[src/rtl/mem_port_arbiter.sv]
// Unified memory port arbiter: shares one memory port between instruction
// fetch and data load/store. Data side has priority, instruction side is
// guaranteed a grant after STARVE_LIMIT consecutive data grants while it
// waits. Every transaction is bounded by TIMEOUT busy cycles. All outputs
// are registered.
module mem_port_arbiter #(
  parameter int unsigned STARVE_LIMIT = 4,
  parameter int unsigned TIMEOUT      = 255
) (
  input  logic        clk,
  input  logic        reset,
  input  logic        i_req,
  input  logic [31:0] i_addr,
  output logic [31:0] i_rdata,
  output logic        inst_mem_ack,
  input  logic        d_req,
  input  logic        d_we,
  input  logic [31:0] d_addr,
  input  logic [31:0] d_wdata,
  input  logic [3:0]  d_be,
  output logic [31:0] d_rdata,
  output logic        data_mem_ack,
  output logic        m_req,
  output logic        m_we,
  output logic [31:0] m_addr,
  output logic [31:0] m_wdata,
  output logic [3:0]  m_be,
  input  logic [31:0] m_rdata,
  input  logic        m_ack,
  output logic        bus_err,
  output logic        grant_d
);

  localparam int unsigned TW = $clog2(TIMEOUT + 1);
  localparam logic [TW-1:0] TMO_LAST   = TW'(TIMEOUT - 1);
  localparam logic [3:0]    STARVE_LIM = 4'(STARVE_LIMIT);

  typedef enum logic [1:0] {
    IDLE,
    BUSY_I,
    BUSY_D,
    RESP
  } state_e;

  state_e        state_q, state_d;
  logic          m_req_q, m_req_d;
  logic          m_we_q, m_we_d;
  logic [31:0]   m_addr_q, m_addr_d;
  logic [31:0]   m_wdata_q, m_wdata_d;
  logic [3:0]    m_be_q, m_be_d;
  logic [31:0]   i_rdata_q, i_rdata_d;
  logic [31:0]   d_rdata_q, d_rdata_d;
  logic          i_ack_q, i_ack_d;
  logic          d_ack_q, d_ack_d;
  logic          bus_err_q, bus_err_d;
  logic          grant_d_q, grant_d_d;
  logic [3:0]    starve_q, starve_d;
  logic [TW-1:0] tmo_q, tmo_d;

  // State and output registers; reset abandons any transaction in flight.
  always_ff @(posedge clk or negedge reset) begin
    if (!reset) begin
      state_q   <= IDLE;
      m_req_q   <= 1'b0;
      m_we_q    <= 1'b0;
      m_addr_q  <= '0;
      m_wdata_q <= '0;
      m_be_q    <= '0;
      i_rdata_q <= '0;
      d_rdata_q <= '0;
      i_ack_q   <= 1'b0;
      d_ack_q   <= 1'b0;
      bus_err_q <= 1'b0;
      grant_d_q <= 1'b0;
      starve_q  <= '0;
      tmo_q     <= '0;
    end else begin
      state_q   <= state_d;
      m_req_q   <= m_req_d;
      m_we_q    <= m_we_d;
      m_addr_q  <= m_addr_d;
      m_wdata_q <= m_wdata_d;
      m_be_q    <= m_be_d;
      i_rdata_q <= i_rdata_d;
      d_rdata_q <= d_rdata_d;
      i_ack_q   <= i_ack_d;
      d_ack_q   <= d_ack_d;
      bus_err_q <= bus_err_d;
      grant_d_q <= grant_d_d;
      starve_q  <= starve_d;
      tmo_q     <= tmo_d;
    end
  end

  // Arbitration, transaction tracking and next values of every registered output.
  // Acks and bus_err are set on the edge entering RESP so they are visible
  // exactly during the single RESP cycle.
  always_comb begin
    state_d   = state_q;
    m_req_d   = m_req_q;
    m_we_d    = m_we_q;
    m_addr_d  = m_addr_q;
    m_wdata_d = m_wdata_q;
    m_be_d    = m_be_q;
    i_rdata_d = i_rdata_q;
    d_rdata_d = d_rdata_q;
    i_ack_d   = 1'b0;
    d_ack_d   = 1'b0;
    bus_err_d = 1'b0;
    grant_d_d = grant_d_q;
    starve_d  = starve_q;
    tmo_d     = tmo_q;

    unique case (state_q)
      IDLE: begin
        if (d_req && (!i_req || (starve_q < STARVE_LIM))) begin
          state_d   = BUSY_D;
          m_req_d   = 1'b1;
          m_we_d    = d_we;
          m_addr_d  = d_addr;
          m_wdata_d = d_wdata;
          m_be_d    = d_be;
          grant_d_d = 1'b1;
          tmo_d     = '0;
          // Only reachable below the limit when i_req waits, so this saturates.
          starve_d  = i_req ? (starve_q + 4'd1) : '0;
        end else if (i_req) begin
          state_d   = BUSY_I;
          m_req_d   = 1'b1;
          m_we_d    = 1'b0;
          m_addr_d  = i_addr;
          m_be_d    = 4'hF;
          grant_d_d = 1'b0;
          tmo_d     = '0;
          starve_d  = '0;
        end
      end

      BUSY_I, BUSY_D: begin
        if (m_ack) begin
          if (state_q == BUSY_D) begin
            d_rdata_d = m_rdata;
            d_ack_d   = 1'b1;
          end else begin
            i_rdata_d = m_rdata;
            i_ack_d   = 1'b1;
          end
          m_req_d   = 1'b0;
          grant_d_d = 1'b0;
          state_d   = RESP;
        end else if (tmo_q == TMO_LAST) begin
          if (state_q == BUSY_D) begin
            d_rdata_d = '0;
            d_ack_d   = 1'b1;
          end else begin
            i_rdata_d = '0;
            i_ack_d   = 1'b1;
          end
          bus_err_d = 1'b1;
          m_req_d   = 1'b0;
          grant_d_d = 1'b0;
          state_d   = RESP;
        end else begin
          tmo_d = tmo_q + TW'(1);
        end
      end

      RESP: begin
        grant_d_d = 1'b0;
        tmo_d     = '0;
        state_d   = IDLE;
      end

      default: state_d = IDLE;
    endcase
  end

  assign m_req        = m_req_q;
  assign m_we         = m_we_q;
  assign m_addr       = m_addr_q;
  assign m_wdata      = m_wdata_q;
  assign m_be         = m_be_q;
  assign i_rdata      = i_rdata_q;
  assign d_rdata      = d_rdata_q;
  assign inst_mem_ack = i_ack_q;
  assign data_mem_ack = d_ack_q;
  assign bus_err      = bus_err_q;
  assign grant_d      = grant_d_q;

endmodule

[config.mk]
export PLATFORM = sky130hd
export DESIGN_NAME = mem_port_arbiter
export DESIGN_NICKNAME = d
export VERILOG_FILES = /design/src/rtl/mem_port_arbiter.sv
export SDC_FILE = /design/constraint.sdc
export NUM_CORES = 1
export LEC_CHECK = 0
export CAP_MARGIN = 20
export CORE_AREA = 3 3 151 124
export CTS_BUF_LIST = sky130_fd_sc_hd__clkbuf_8
export DETAILED_ROUTE_END_ITERATION = 10
export DIE_AREA = 0 0 154 127
export DONT_BUFFER_PORTS = 1
export PLACE_DENSITY = 0.52
export SYNTH_ARGS = -nofsm -noshare
export SYNTH_HDL_FRONTEND = slang
export SYNTH_SLANG_ARGS = --single-unit
[constraint.sdc]
create_clock -name clk -period 4.4 [get_ports clk]
set_input_delay 0.88 -clock clk [delete_from_list [all_inputs] [get_ports clk]]
set_output_delay 0.88 -clock clk [all_outputs]
set_load 0.02 [all_outputs]
==> results of run 1 <==
[worst max-delay path by stage]
stage               start           to  slack (ps)  depth (start not counted)
2_1_floorplan       i_req  m_wdata[10]        2470                          5
3_3_place_gp   state_q[1]   i_rdata[7]        2160                          5
3_5_place_dp   state_q[1]   i_rdata[8]        2050                          5
4_1_cts        state_q[1]   i_rdata[1]        2050                          5
5_1_grt        state_q[1]   i_rdata[6]        1860                          5
6_report       state_q[1]   i_rdata[1]        2080                          5
[placed cells by master, fill, tap and decap left out, drive strengths merged, types with 3 or more instances in the layout]
master  count
nand3      10
a21oi       4
clkinv      3
bufinv      3
and2        3
nand4       4
o21ai      42
mux2i      33
inv        15
nand2      55
nor2        9
mux2       35
ha          6
dfrtp     152
nor2b       3
clkbuf     17
a22o       67
buf         6
[layout make-up]
cell class                      count  area [um^2]  share of cell area, %
Timing Repair Buffer                6         45.0                  0.664
Inverter                            8         30.0                  0.443
Multi-Input combinational cell    294         2190                   32.4
Sequential cell                   152         3800                   56.1
Clock inverter                     15          190                   2.81
Tap cell                          225          282                   4.15
Clock buffer                       17          234                   3.45
[kinds of logic after synthesis]
group | Yosys count | synth area share [%]
flip-flops | 152 | 61.4
adder cells (fa/ha/maj) | 6 | 1.21
multiplexers | 68 | 11.7
AND/OR/NAND/NOR | 98 | 7.74
AO/OA/AOI/OAI | 122 | 14.5
buffers and inverters | 41 | 3.45
[metrics by stage]
step	setup WS, ps	hold slack (ps)	util, %
6_report	2080	132	39.3
4_1_cts	2050	81.7	39.3
3_5_place_dp	2050	473	36.8
3_3_place_gp	2160	471	36.8
2_1_floorplan	2470	448	-
5_1_grt	1860	67.6	39.3
[state kept, by name (all words and copies together), names as in the netlist]
name	flops
starve_q	4
grant_d	1
state_q	2
m_wdata	32
m_req	1
m_we	1
data_mem_ack	1
d_rdata	32
tmo_q	8
bus_err	1
m_be	4
m_addr	32
inst_mem_ack	1
i_rdata	32
[metal layers]
layer,GRT usage [%],vias up,part of all wire (%)
met1,17.9,1857,39
met4,5.19,4,1.3
met3,7.99,17,12
met5,0,-,0.27
met2,23.8,202,48
li1,-,1744,-
[power by group]
group | switching, mW | internal (mW) | total, mW
Clock | 0.566 | 0.575 | 1.14
Combinational | 0.638 | 0.651 | 1.29
Sequential | 1.24 | 2.03 | 3.27
[worst max-delay path, stage by stage, from the launching register on]
cell     delay [ps]
dfrtp_1         380
inv_1            70
ha_1            700
nor2b_1         260
nand2_2         390
a22o_1          380
==> metrics.md, run 1 <==
| Metric | Value |
|---|---|
| Status | complete, no violations |
| Row count | 43 |
| Layout Nets | 623 |
| Non-Filler Instances | 717 |
| Num CTS Buffers | 17 |
| PortBufs | 0 |
| Root Driver | clkbuf_8 |
| Total power | 5.70 mW |
| Detail Route Antenna Nets | 0 |
| Crit start category | register |
| First-pass GRT wire length | 23200 um |
| Worst setup path class | register to register |
| Total grt overflow | 0 |
| Synth Flop Type | dfrtp_1 |
| Worst r2r path cells | 5 |
| Slew Viols, Final | 0 |
| Vias in the first global route | 4009 |
| Synth Instances | 487 |
| Routed via count | 3824 |
| Sequential area share after synthesis | 61.4% |
| Initial Util | 35.9% |
| Setup bufs post-CTS | 0 |
| # diodes | 0 |
| H-tree Lvls | 4 |
| Leak | 3.12 nW |
| Setup violations, final | 0 |
| Reg-to-Reg Start | state_q[1] |
| Detailed Route WL | 15000 um |
| Initial antenna violation count | 2 |
| Yosys warnings | 0 |
| CP Max Fanout | 33 |
| Critical Path RT | 4720 ps |
| DR WL/cell | 21.0 um |
| Relative slew slack | 54.5% |
| Area grow syn2layout | 9.43% |
| Die width | 154 um |
| Max-cap violations | 0 |
| Critical R2R Capture | i_rdata[1] |
| Syn Area/Cell | 12.7 um^2 |
| Post-DP Area | 0.00635 mm^2 |
| Cell taking the most area after synthesis | dfrtp_1 |
| Post-synth top area share | 61.4% |
| Die ar. | 0.0196 mm^2 |
| Routed vias/inst | 5.33 |
| Worst skew pair latency | 440 ps |
| 1st-pass router iterations | 4 |
| Synth unique cells | 40 |
| Placer Congestion | 0.777 |
| Post-Syn Area | 0.00619 mm^2 |
| Total track usage | 15.2% |
| Fin crit period | 2320 ps |
| Power Density | 841 mW/mm^2 |
| CTS Buffer Depth | 2 |
| Worst-case clock skew | 9.54 ps |
| I/O pin total | 276 |
| Initial drt markers | 192 |
| Share of layout cells above drive strength 1 | 16.7% |
| CTS tree | yes |
| Worst Path Arrival | 2640 ps |
| Flop-to-flop setup slack | 2080 ps |
| CTS sink cnt | 152 |
| Fill cells | 1626 |
| Synthesized Nets | 631 |
| DP Wirelength | 10500 um |
| Final Instance Area | 0.00678 mm^2 |
| #FFs+latches synth | 152 |
| Max VDD drop | 351 uV |
| Worst Setup End Kind | register |
| Die Ht | 127 um |
| Placed Instances | 685 |
| # DRC | 0 |
| Main area contributors after synthesis | dfrtp_1 (61%), a22o_1 (9.5%), mux2_2 (6.4%) |
| Pin count of the biggest net entering global routing | 153 |
| Post-synth EDFFs | 0 |
| Post-CTS sizing | 0 |
| Setup_tns | 0 ps |
| Commonest cells in the netlist | dfrtp_1 (152), a22o_1 (67), nand2_1 (54) |
| Hold_buf cts | 0 |
| Crit share post-route | 52.8% |
| Cell with the most instances after synthesis | dfrtp_1 |
| Final-report hold violation count | 0 |
| RSZ-0062 raised after global routing | false |
| Least-Margin Pin Slew | 682 ps |
| Ys async rst share | 100% |
| Achievable Freq | 431 MHz |
| Worst hold path class | input pin to asynchronous set/reset pin |
| Clock transition at path regs | 90 ps |
| Core box area | 0.0173 mm^2 |
Power figures use the tool's default switching activity.
==> run 2: changes to the inputs <==
--- a/config.mk
+++ b/config.mk
@@ -11,7 +11,7 @@
 export DETAILED_ROUTE_END_ITERATION = 10
 export DIE_AREA = 0 0 154 127
 export DONT_BUFFER_PORTS = 1
-export PLACE_DENSITY = 0.52
+export PLACE_DENSITY = 0.54
 export SYNTH_ARGS = -nofsm -noshare
 export SYNTH_HDL_FRONTEND = slang
 export SYNTH_SLANG_ARGS = --single-unit
==> constraint.sdc (replaced) <==
create_clock -name clk -period 1.97 [get_ports clk]
set_input_delay 0.394 -clock clk [delete_from_list [all_inputs] [get_ports clk]]
set_output_delay 0.394 -clock clk [all_outputs]
set_load 0.02 [all_outputs]
==> run 2 against run 1 <==
Register-to-register slack got worse by 1900 ps. Combinational power rose by 140%. The run now ends with hold timing left. Critical path depth rose by 1. Maximum frequency rose by 26%. Cell count rose by 0.84%. Critical path type unchanged.
==> metrics.md, run 2 (synthesis gave the netlist of run 1 again) <==
| Metric | Value |
|---|---|
| Status | complete, but fails checks (was complete, no violations) |
| Failing checks | hold timing |
| Placer Congestion | 0.773 (was 0.777) |
| Core box area | 0.0173 mm^2 (unchanged) |
| Routed vias/inst | 5.33 (about the same) |
| PortBufs | 0 (unchanged) |
| Die ar. | 0.0196 mm^2 (unchanged) |
| Routed via count | 3851 (was 3824) |
| Worst setup path class | register to register (unchanged) |
| Critical R2R Capture | tmo_q[2] (was i_rdata[1]) |
| Setup violations, final | 0 (unchanged) |
| Final-report hold violation count | 152 (was 0) |
| Dpl ws | 144 ps (was 2050 ps) |
| Post-CTS sizing | 0 (unchanged) |
| Pin count of the biggest net entering global routing | 153 (unchanged) |
| DP Wirelength | 10900 um (was 10500 um) |
| Layout Nets | 630 (was 623) |
| Commonest cells after routing, fill and taps aside | dfrtp_1 (152), a22o_1 (67), nand2_1 (54) (unchanged) |
| H-tree Lvls | 4 (unchanged) |
| Leak | 3.15 nW (was 3.12 nW) |
| CTS tree | yes (unchanged) |
| Worst Setup End Kind | register (unchanged) |
| Die Ht | 127 um (unchanged) |
| Clock transition at path regs | 80 ps (was 90 ps) |
| Detail Route Antenna Nets | 0 (unchanged) |
| Crit start category | register (unchanged) |
| Worst-case clock skew | 10.3 ps (was 9.54 ps) |
| Max VDD drop | 681 uV (was 351 uV) |
| Detailed Route WL | 15100 um (was 15000 um) |
| Flop-to-flop setup slack | 130 ps (was 2080 ps) |
| Vias in the first global route | 4014 (was 4009) |
| Critical Path RT | 2340 ps (was 4720 ps) |
| CP Max Fanout | 20 (was 33) |
| Worst skew pair latency | 440 ps (about the same) |
| Commonest non-fill, non-tap cell in the layout | dfrtp_1 (unchanged) |
| Worst hold path class | input pin to asynchronous set/reset pin (unchanged) |
| Num CTS Buffers | 17 (unchanged) |
| Worst Path Arrival | 2210 ps (was 2640 ps) |
| Area grow syn2layout | 10.5% (was 9.43%) |
| Setup bufs post-CTS | 0 (unchanged) |
| Fin crit period | 1840 ps (was 2320 ps) |
| Crit share post-route | 93.3% (was 52.8%) |
| Max-cap violations | 0 (unchanged) |
| # DRC | 0 (unchanged) |
| Hold_buf cts | 1 (was 0) |
| Multi-input gate area | 0.00219 mm^2 (unchanged) |
| Achievable Freq | 544 MHz (was 431 MHz) |
| # diodes | 0 (unchanged) |
| Worst Setup SP | state_q[0] (was state_q[1]) |
| Row count | 43 (unchanged) |
| Initial drt markers | 231 (was 192) |
| Setup_tns | 0 ps (unchanged) |
| Initial Util | 35.9% (unchanged) |
| Hold WS | -359 ps (was 132 ps) |
| CTS Buffer Depth | 2 (unchanged) |
| First-pass GRT wire length | 23300 um (was 23200 um) |
| I/O pin total | 276 (unchanged) |
| Slew Viols, Final | 0 (unchanged) |
| RSZ-0062 raised after global routing | false (unchanged) |
| Register area | 0.00380 mm^2 (unchanged) |
| Share of layout cells above drive strength 1 | 17.7% (was 16.7%) |
| Worst r2r path cells | 6 (was 5) |
| Total track usage | 15.2% (about the same) |
| Die width | 154 um (unchanged) |
| CTS sink cnt | 152 (unchanged) |
| DR WL/cell | 20.9 um (was 21.0 um) |
| Reg-to-Reg Start | state_q[0] (was state_q[1]) |
| Final worst slack | 132 ps (was 2080 ps) |
| Root Driver | clkbuf_8 (unchanged) |
| Initial antenna violation count | 1 (was 2) |
| Power Density | 1840 mW/mm^2 (was 841 mW/mm^2) |
| Total grt overflow | 0 (unchanged) |
| Relative slew slack | 44.2% (was 54.5%) |
| Least-Margin Pin Slew | 835 ps (was 682 ps) |
| 1st-pass router iterations | 4 (unchanged) |
| Fill cells | 1624 (was 1626) |
-- run 2: changes by cell type in the layout (fill, tap and decap cells not counted), sizes merged --
cell / delta
dlygate4sd3: +1
clkinv: -1
buf: +6
bufinv: -3
inv: +1
clkbuf: +1
clkinvlp: +1
-- run 2: area by class of cell --
class	count	share of cell area (%)
multi-input cells	294	32.1
well taps	225	4.11
flip-flops and latches	152	55.6
inverters	8	0.439
clock inverters	13	1.63
repair buffers	13	2.56
clock buffers	18	3.62
-- run 2: routing by layer --
layer	vias to the layer above	routed length (um)	track usage [%]
li1	1757	-	-
met1	1870	5700	17.3
met2	206	7350	25.0
met3	16	1810	7.92
met4	2	203	4.78
met5	-	20	0
-- run 2: power breakdown --
group	leakage [nW]	internal (mW)	switching, mW
Clock	0.177	0.937	1.24
Sequential	1.89	4.53	2.77
Combinational	1.08	1.62	1.49
-- run 2: worst max path at each step --
| stage | endpoint | slack, ps |
|---|---|---|
| 2_1_floorplan | tmo_q[1] | 220 |
| 3_3_place_gp | tmo_q[2] | 210 |
| 3_5_place_dp | tmo_q[2] | 140 |
| 4_1_cts | tmo_q[2] | 120 |
| 5_1_grt | tmo_q[1] | 6 |
| 6_report | tmo_q[2] | 130 |
-- run 2: worst max-delay path: stages, from the launching register on --
cell and delay, ps:
dfrtp_1 360, inv_1 80, ha_1 270, nor3b_2 200
buf_12 150, or4b_2 620, nand3_1 100
-- run 2: per-stage QoR --
| stage | std cells | util [%] | cell area, um^2 | total power [mW] |
|---|---|---|---|---|
| after global routing | 723 | 39.6 | 6840 | 13.4 |
| after floorplan | 487 | - | 6190 | 9.46 |
| after detailed placement | 691 | 37.5 | 6470 | 10.6 |
| after CTS | 723 | 39.6 | 6840 | 12.8 |
| after global placement | 691 | 37.5 | 6470 | 10.4 |
| final | 723 | 39.6 | 6840 | 12.6 |
==> run 3: changes to the inputs <==
--- a/config.mk
+++ b/config.mk
@@ -5,11 +5,12 @@
 export SDC_FILE = /design/constraint.sdc
 export NUM_CORES = 1
 export LEC_CHECK = 0
+export ABC_AREA = 1
 export CAP_MARGIN = 20
-export CORE_AREA = 3 3 151 124
+export CORE_AREA = 3 3 156 128
 export CTS_BUF_LIST = sky130_fd_sc_hd__clkbuf_8
 export DETAILED_ROUTE_END_ITERATION = 10
-export DIE_AREA = 0 0 154 127
+export DIE_AREA = 0 0 159 131
 export DONT_BUFFER_PORTS = 1
 export PLACE_DENSITY = 0.54
 export SYNTH_ARGS = -nofsm -noshare
==> run 3 against run 2 <==
The run still ends with hold timing left. Sequential power down 0.7%. Core utilization down 1.4 points. Design area is 4.4% higher. Clock skew is 4.1 ps higher. Critical path type unchanged. Worst hold slack lost 13 ps.
==> metrics.md, run 3 <==
| Metric | Value |
|---|---|
| Status | complete, but fails checks (unchanged) |
| Failing checks | hold timing (unchanged) |
| Crit start category | register (unchanged) |
| Yosys warnings | 0 (unchanged) |
| Worst Setup End Kind | register (unchanged) |
| RSZ-0062 raised after global routing | false (unchanged) |
| Worst Setup SP | tmo_q[0] (was state_q[0]) |
| Reg-to-Reg Start | tmo_q[0] (was state_q[0]) |
| Synth Flop Type | dfrtp_1 (unchanged) |
| Root Driver | clkbuf_8 (unchanged) |
| Final-report hold violation count | 152 (unchanged) |
| Detail Route Antenna Nets | 0 (unchanged) |
| Total power | 13.2 mW (was 12.6 mW) |
| Power Density | 1850 mW/mm^2 (was 1840 mW/mm^2) |
| Synth unique cells | 26 (was 40) |
| Final worst slack | 221 ps (was 132 ps) |
| Placed Instances | 976 (was 691) |
| Setup_tns | 0 ps (unchanged) |
| Area grow syn2layout | 8.14% (was 10.5%) |
| First-pass GRT wire length | 27300 um (was 23300 um) |
| #FFs+latches synth | 152 (unchanged) |
| Least-Margin Pin Slew | 478 ps (was 835 ps) |
| CP Max Fanout | 33 (was 20) |
| Sequential area share after synthesis | 57.6% (was 61.4%) |
| Vias in the first global route | 4716 (was 4014) |
| Post-CTS sizing | 0 (unchanged) |
| Num CTS Buffers | 17 (unchanged) |
| Layout Nets | 882 (was 630) |
| CP max stage cell | dfrtp_1 (was or4b_2) |
| Synth Instances | 759 (was 487) |
| Setup bufs post-CTS | 0 (unchanged) |
| Leak | 3.48 nW (was 3.15 nW) |
| DP Wirelength | 11800 um (was 10900 um) |
| Worst-case clock skew | 14.4 ps (was 10.3 ps) |
| Critical R2R Capture | d_rdata[26] (was tmo_q[2]) |
| Synthesized Nets | 903 (was 631) |
| Commonest non-fill, non-tap cell in the layout | nand2_1 (was dfrtp_1) |
| Worst Setup EP | d_rdata[26] (was tmo_q[2]) |
| Critical Path RT | 2310 ps (was 2340 ps) |
| Sw Ratio | 49.6% (was 43.7%) |
| Max-cap violations | 0 (unchanged) |
| Setup violations, final | 0 (unchanged) |
| Hold WS | -371 ps (was -359 ps) |
| Max VDD drop | 725 uV (was 681 uV) |
| Worst setup path class | register to register (unchanged) |
| Share of layout cells above drive strength 1 | 7.46% (was 17.7%) |
| Cell with the most instances after synthesis | nand2_1 (was dfrtp_1) |
| Die width | 159 um (was 154 um) |
| Flop-to-flop setup slack | 220 ps (was 130 ps) |
| Total grt overflow | 0 (unchanged) |
| Routed vias/inst | 4.95 (was 5.33) |
| Routed via count | 4999 (was 3851) |
| Achievable Freq | 572 MHz (was 544 MHz) |
| 1st-pass router iterations | 4 (unchanged) |
| Internal power | 6.64 mW (was 7.08 mW) |
| Pin count of the biggest net entering global routing | 153 (unchanged) |
| Combinational share of power | 27.5% (was 24.7%) |
| Flop pwr share | 55.0% (was 58.0%) |
| Ys async rst share | 100% (unchanged) |
| Worst path cell trace | inv_1 -> ha_1 -> inv_1 -> nor2_1 -> nand2_2 -> nand2_4 -> nand3_4 -> nand2_1 -> nand2_1 (was inv_1 -> ha_1 -> nor3b_2 -> buf_12 -> or4b_2 -> nand3_1) |
| Worst Path Arrival | 2090 ps (was 2210 ps) |
| Syn Area/Cell | 8.71 um^2 (was 12.7 um^2) |
| CTS sink cnt | 152 (unchanged) |
| Row count | 45 (was 43) |
| I/O pin total | 276 (unchanged) |
| Dpl ws | 208 ps (was 144 ps) |
| Main area contributors after synthesis | dfrtp_1 (58%), nand2_1 (15%), nand4_1 (6.1%) (was dfrtp_1 (61%), a22o_1 (9.5%), mux2_2 (6.4%)) |
| Crit-path max cell delay | 450 ps (was 620 ps) |
| Post-synth top area share | 57.6% (was 61.4%) |
| Fin crit period | 1750 ps (was 1840 ps) |
| PortBufs | 0 (unchanged) |
| Placer Congestion | 0.758 (was 0.773) |
| Clock power frac | 17.5% (was 17.3%) |
| Switch Pwr | 6.54 mW (was 5.51 mW) |
| Post-DP Area | 0.00676 mm^2 (was 0.00647 mm^2) |
| Initial antenna violation count | 0 (was 1) |
| Post-synth EDFFs | 0 (unchanged) |
| Die Ht | 131 um (was 127 um) |
| Worst hold path class | input pin to asynchronous set/reset pin (unchanged) |
| DR WL/cell | 17.6 um (was 20.9 um) |
| Initial Util | 35.3% (was 35.9%) |
| Cell taking the most area after synthesis | dfrtp_1 (unchanged) |
| # DRC | 0 (unchanged) |
| Crit share post-route | 88.8% (was 93.3%) |
| Post-Syn Area | 0.00661 mm^2 (was 0.00619 mm^2) |
| Commonest cells in the netlist | nand2_1 (262), dfrtp_1 (152), a21oi_1 (70) (was dfrtp_1 (152), a22o_1 (67), nand2_1 (54)) |
| Commonest cells after routing, fill and taps aside | nand2_1 (262), dfrtp_1 (152), a21oi_1 (70) (was dfrtp_1 (152), a22o_1 (67), nand2_1 (54)) |
| Slew Viols, Final | 0 (unchanged) |
| Relative slew slack | 68.0% (was 44.2%) |
| Detailed Route WL | 17800 um (was 15100 um) |
| Worst r2r path cells | 9 (was 6) |
| H-tree Lvls | 4 (unchanged) |
| Worst skew pair latency | 450 ps (was 440 ps) |
| Post-Route Utilization | 38.2% (was 39.6%) |
| Clock transition at path regs | 100 ps (was 80 ps) |
| Core box area | 0.0187 mm^2 (was 0.0173 mm^2) |
| CTS tree | yes (unchanged) |
| CTS Buffer Depth | 2 (unchanged) |
| Die ar. | 0.0208 mm^2 (was 0.0196 mm^2) |
| Fill cells | 1944 (was 1624) |
| Total track usage | 16.4% (was 15.2%) |
| Non-Filler Instances | 1009 (was 723) |
| # diodes | 0 (unchanged) |
| Initial drt markers | 418 (was 231) |
| Final Instance Area | 0.00715 mm^2 (was 0.00684 mm^2) |
## run 3: layout make-up
type	count	area, um^2	share of cell area [%]
flip-flops and latches	152	3800	53.2
clock inverters	14	129	1.80
inverters	24	90.1	1.26
well taps	258	323	4.52
clock buffers	18	248	3.47
repair buffers	14	108	1.51
multi-input cells	529	2440	34.2
## run 3: per-layer routing
layer | vias to the layer above | global-route usage [%] | wire [um]
met5 | - | 0 | 0
met4 | 0 | 5.25 | 206
met3 | 11 | 6.11 | 1410
met2 | 163 | 25.9 | 8380
met1 | 2361 | 21.2 | 7790
li1 | 2464 | - | -
## run 3: power groups by stage
stage / Combinational (mW) / Clock, mW / Sequential [mW]
global route: 4.23 / 2.53 / 7.42
detailed placement: 3.68 / 0 / 7.34
CTS: 3.67 / 2.40 / 7.29
floorplan: 3.04 / 0 / 6.90
finish: 3.63 / 2.30 / 7.25
global placement: 3.61 / 0 / 7.35
## run 3: critical path: cells and delay by family (launching register included)
| kind | cells | cell delay (ps) |
|---|---|---|
| and+or+nand+nor | 6 | 910 |
| DFF | 1 | 450 |
| buffers and inverters | 2 | 130 |
| adders and majority gates | 1 | 130 |
## run 3: kinds of logic after synthesis
logic type      Yosys count  share of synthesized area (%)
flops                   152                           57.6
xor+xnor                  1                          0.133
buf+inv                  78                           5.59
simple gates            434                           28.7
fa+ha+maj                 6                           1.14
compound gates           88                           6.84
## run 3: worst min-delay path by stage
stage / end / from / slack [ps]
global route: d_rdata[4] / reset / -420
CTS: d_rdata[4] / reset / -410
detailed placement: d_rdata[4] / reset / 100
floorplan: bus_err / reset / 100
finish: d_rdata[4] / reset / -370
global placement: d_rdata[4] / reset / 100
